**config.mk**
```make
export PLATFORM = sky130hd
export DESIGN_NAME = shift_register_n
export DESIGN_NICKNAME = d
export VERILOG_FILES = /design/src/rtl/shift_register_n.sv
export SDC_FILE = /design/constraint.sdc
export NUM_CORES = 1
export LEC_CHECK = 0
export ABC_AREA = 1
export CAP_MARGIN = 10
export CORE_ASPECT_RATIO = 0.7
export CORE_MARGIN = 2
export CORE_UTILIZATION = 48
export CTS_CLUSTER_SIZE = 28
export DETAILED_ROUTE_END_ITERATION = 10
export PLACE_DENSITY = 0.75
export SYNTH_ARGS = -nofsm -noshare
export SYNTH_HDL_FRONTEND = slang
export SYNTH_SLANG_ARGS = --single-unit
```
**constraint.sdc**
```tcl
create_clock -name clk -period 1.6 [get_ports clk]
set_input_delay 0.16 -clock clk [delete_from_list [all_inputs] [get_ports clk]]
set_output_delay 0.16 -clock clk [all_outputs]
set_load 0.01 [all_outputs]
```
**src/rtl/shift_register_n.sv**
```systemverilog
// Multi-mode WIDTH-bit shift register: load, clear, shifts and rotates.
// Multi-bit shifts run serially, one bit per clock, under a start/busy/done handshake.
module shift_register_n #(
  parameter int WIDTH   = 8,
  parameter int SHAMT_W = 3
) (
  input  logic               clk,
  input  logic               reset_n,
  input  logic               start,
  input  logic [2:0]         op,
  input  logic [SHAMT_W-1:0] amt,
  input  logic [WIDTH-1:0]   d,
  output logic [WIDTH-1:0]   q,
  output logic               co,
  output logic               busy,
  output logic               done
);

  localparam logic [2:0] OP_LOAD  = 3'b000;
  localparam logic [2:0] OP_CLEAR = 3'b001;
  localparam logic [2:0] OP_LSL   = 3'b010;
  localparam logic [2:0] OP_LSR   = 3'b011;
  localparam logic [2:0] OP_ASR   = 3'b100;
  localparam logic [2:0] OP_ROL   = 3'b101;
  localparam logic [2:0] OP_ROR   = 3'b110;
  localparam logic [2:0] OP_NOP   = 3'b111;

  localparam logic [SHAMT_W-1:0] CNT_ONE = {{(SHAMT_W-1){1'b0}}, 1'b1};
  localparam logic [SHAMT_W-1:0] CNT_ZERO = {SHAMT_W{1'b0}};

  typedef enum logic [1:0] {
    ST_IDLE  = 2'b00,
    ST_SHIFT = 2'b01,
    ST_DONE  = 2'b10
  } state_t;

  state_t             state_r, state_s;
  logic [WIDTH-1:0]   q_r, q_s;
  logic               co_r, co_s;
  logic [SHAMT_W-1:0] cnt_r, cnt_s;
  logic [2:0]         op_r, op_s;

  // One 1-bit step; result is {carry_out, new_value}.
  function automatic logic [WIDTH:0] step(input logic [2:0] sop, input logic [WIDTH-1:0] v);
    logic [WIDTH:0] r;
    case (sop)
      OP_LSL:  r = {v[WIDTH-1], v[WIDTH-2:0], 1'b0};
      OP_LSR:  r = {v[0], 1'b0, v[WIDTH-1:1]};
      OP_ASR:  r = {v[0], v[WIDTH-1], v[WIDTH-1:1]};
      OP_ROL:  r = {v[WIDTH-1], v[WIDTH-2:0], v[WIDTH-1]};
      OP_ROR:  r = {v[0], v[0], v[WIDTH-1:1]};
      default: r = {1'b0, v};
    endcase
    return r;
  endfunction

  // Next-state, datapath and counter decode.
  always_comb begin
    state_s = state_r;
    q_s     = q_r;
    co_s    = co_r;
    cnt_s   = cnt_r;
    op_s    = op_r;
    case (state_r)
      ST_IDLE: begin
        if (start) begin
          op_s  = op;
          cnt_s = amt;
          case (op)
            OP_LOAD: begin
              q_s     = d;
              co_s    = 1'b0;
              state_s = ST_DONE;
            end
            OP_CLEAR: begin
              q_s     = {WIDTH{1'b0}};
              co_s    = 1'b0;
              state_s = ST_DONE;
            end
            OP_NOP: begin
              state_s = ST_DONE;
            end
            default: begin
              if (amt == CNT_ZERO) begin
                state_s = ST_DONE;
              end else begin
                state_s = ST_SHIFT;
              end
            end
          endcase
        end else begin
          state_s = ST_IDLE;
        end
      end
      ST_SHIFT: begin
        {co_s, q_s} = step(op_r, q_r);
        cnt_s       = cnt_r - CNT_ONE;
        if (cnt_r == CNT_ONE) begin
          state_s = ST_DONE;
        end else begin
          state_s = ST_SHIFT;
        end
      end
      ST_DONE: begin
        state_s = ST_IDLE;
      end
      default: begin
        // Unreachable encoding: recover to a clean idle state.
        state_s = ST_IDLE;
        cnt_s   = CNT_ZERO;
      end
    endcase
  end

  // State, data and counter registers.
  always_ff @(posedge clk or negedge reset_n) begin
    if (!reset_n) begin
      state_r <= ST_IDLE;
      q_r     <= {WIDTH{1'b0}};
      co_r    <= 1'b0;
      cnt_r   <= CNT_ZERO;
      op_r    <= OP_NOP;
    end else begin
      state_r <= state_s;
      q_r     <= q_s;
      co_r    <= co_s;
      cnt_r   <= cnt_s;
      op_r    <= op_s;
    end
  end

  assign q    = q_r;
  assign co   = co_r;
  assign busy = (state_r != ST_IDLE);
  assign done = (state_r == ST_DONE);

endmodule

```
==> reports/results.ini <==
[synth]
synthesis.nets=180
library_cells_used_by_synthesis=25
count_of_flip_flops_with_a_built_in_enable_after_synthesis=0
postSynthAreaPerCell_um2=6.93
synth_common_cells=71 x nand2_1, 22 x nand3_1, 14 x dfrtp_1
synth_cells=161
postSynthRegisterBits=17
syn_area_um2=1120
synth-main-ff-cell=dfrtp_1
synthDominantCellAreaShare_pct=31.4
synth-seq-area-share_pct=38.5
netlist_top_cells_area=dfrtp_1 31%, nand2_1 24%, nand3_1 9.9%
synth-async-reset-ratio_pct=100
synth.yosys.warnings=0
synth_most_common_cell=nand2_1
synth_largest_area_cell=dfrtp_1

[final_layout]
final_core_util_pct=68.5
finish.net_count=216
synth_to_layout_area_growth_pct=33.3
fillers=215
final_cell_area_um2=1490
antenna_cells=0
drive_gt1_share_pct=13.3

[worst_setup_path]
setup.worst_path.class=reg2out
timing.rr.end=q[5]$_DFFE_PN0P_
critical-path-max-stage-delay_ps=580
cp.buffers_inverters=1
worstReg2RegStart=op_r[2]$_DFFE_PN1P_
worst-r2r-cell-count=9
worstPathArrival_ps=1360
cp.required_ps=1440
kind_of_start_point_of_the_critical_path=flip-flop
crit_path_end_kind=output port
cpMaxStageDelayCell=clkdlybuf4s50_1
worst-r2r-setup-slack_ps=150
crit_chain=clkdlybuf4s50_1
timing.critical_path.max_delay_family=buffers and inverters
critical_path.max_fanout=5

[clocking]
tritoncts.num_buffers=3
insertion_delay_ps=300
clock_sinks=17
cts_tree=built
path_clk_slew_ps=110
postCtsHoldBufs=0
htreeDepth=1
clockBufferDepth=2
clockRootBuffer=clkbuf_4

[route]
drt-wirelength-per-cell_um=12.9
drt_iter0_drc=47
vias_per_cell=5.11
route.antenna.remaining_nets=0
route.final.wire_length_um=2930
drc_violations_left=0
drtPass1Iterations=4
dr_total_vias=1165

[job]
maxCapViolations=0

[timing]
finalCriticalPeriod_ps=1520
max_clock_freq_mhz=660
fin_tns_setup_ps=0
grt_setup_unrepaired=no
worstMarginPinSlew_ps=335
hold_slack_ps=166
max_slew_margin_pct=77.6
finalCritPeriodShare_pct=94.7
final-setup-viol-count=0
drv_slew=0
worst_clock_skew_ps=7.78
hold_violations=0

[grt]
number_of_global_route_vias_before_repair=997
grt_first_pass_wirelength_um=4780
pin_count_of_the_biggest_net_entering_global_routing=18
antenna_found_initial=0
grtUsageTotal_pct=24.5
grt_overflow_total=0

[floorplan]
fp.coreArea_um2=2170
die_h_um=44.3
design.portCount=28
start_util_pct=51.4
std_cell_rows=14
floorplan.die.width_um=61.6
die_area_um2=2730

[placement]
finalWeightedCongestion=0.910
placed_area_um2=1450
dpl.hpwl_um=2170
portBuffers=27

[power_and_ir_drop]
power.density_cell_area_nw_per_um2=1810
leakage_power_nw=0.778
p_total_mw=2.70
power.ir.vdd_worst_mv=1.16

[worst_hold_path]
hold_class=in2async

[outcome]
run_status=finished, final reports clean

[cell type report]
cell class                 instances  area (µm²)  share of cell area [%]
tap                               32        40.0                    2.69
clock buffer                       4        26.3                    1.77
inverter                          13        48.8                    3.28
multi-input combinational        129         622                    41.8
sequential                        17         430                    28.9
timing repair buffer              33         320                    21.5
[per-layer routing]
| layer | track usage, % | vias to the layer above | wire length, µm |
|---|---|---|---|
| li1 | - | 590 | - |
| met1 | 36.1 | 533 | 1360 |
| met2 | 36.8 | 37 | 1330 |
| met3 | 5.26 | 5 | 222 |
| met4 | 5.53 | 0 | 21 |
| met5 | 0 | - | 0 |
[cells by family (layout without fill, tap and decap cells)]
kind of cell | after synthesis | after routing | synth area share, %
simple gates | 111 | 111 | 44.2
flops | 17 | 17 | 38.5
compound gates | 16 | 16 | 9.08
buf+inv | 15 | 50 | 6.05
fa+ha+maj | 2 | 2 | 2.24
[layout by cell type (no fill, tap or decap), types with 3 or more instances in the layout]
cell type        count
a21oi_1              3
buf_4                6
clkbuf_4             3
clkdlybuf4s50_1     25
dfrtp_1             13
dfstp_2              3
inv_1               11
nand2_1             71
nand2_2              3
nand3_1             22
nor2_1               7
o21ai_0              8
[how the worst max path moves through the flow]
stage | cells past startpoint | endpoint | slack, ps | startpoint
5_1_grt | 9 | q[3]$_DFFE_PN0P_ | 30 | op_r[2]$_DFFE_PN1P_
4_1_cts | 3 | busy | 20 | state_r[1]$_DFF_PN0_
6_report | 1 | q[7] | 80 | q[7]$_DFFE_PN0P_
3_5_place_dp | 7 | q[3]$_DFFE_PN0P_ | 110 | op[1]
2_1_floorplan | 7 | q[1]$_DFFE_PN0P_ | 330 | op_r[0]$_DFFE_PN1P_
3_3_place_gp | 8 | q[7]$_DFFE_PN0P_ | 140 | start
[through the flow]
step | setup WS [ps] | std cells
final | 84.9 | 228
after global routing | 34.1 | 228
after CTS | 16.4 | 228
after detailed placement | 109 | 224
after global placement | 138 | 224
after floorplan | 330 | 161
[flip-flops by register name (all words and copies together) (netlist names)]
register / flops
cnt_r: 3
op_r: 3
q: 8
co: 1
state_r: 2
[report_power, final]
| part | switching (mW) | internal, mW | leakage [nW] |
|---|---|---|---|
| sequential | 0.218 | 0.650 | 0.209 |
| clock | 0.146 | 0.0972 | 0.0150 |
| combinational | 0.928 | 0.658 | 0.554 |
[timing repair]
item,4_1_cts,5_1_grt
resized for setup,1,3
endpoints found under the setup margin,2,2
hold endpoints to repair,0,0
setup buffers,0,0
Note: power is estimated with default switching activity, not from simulation.
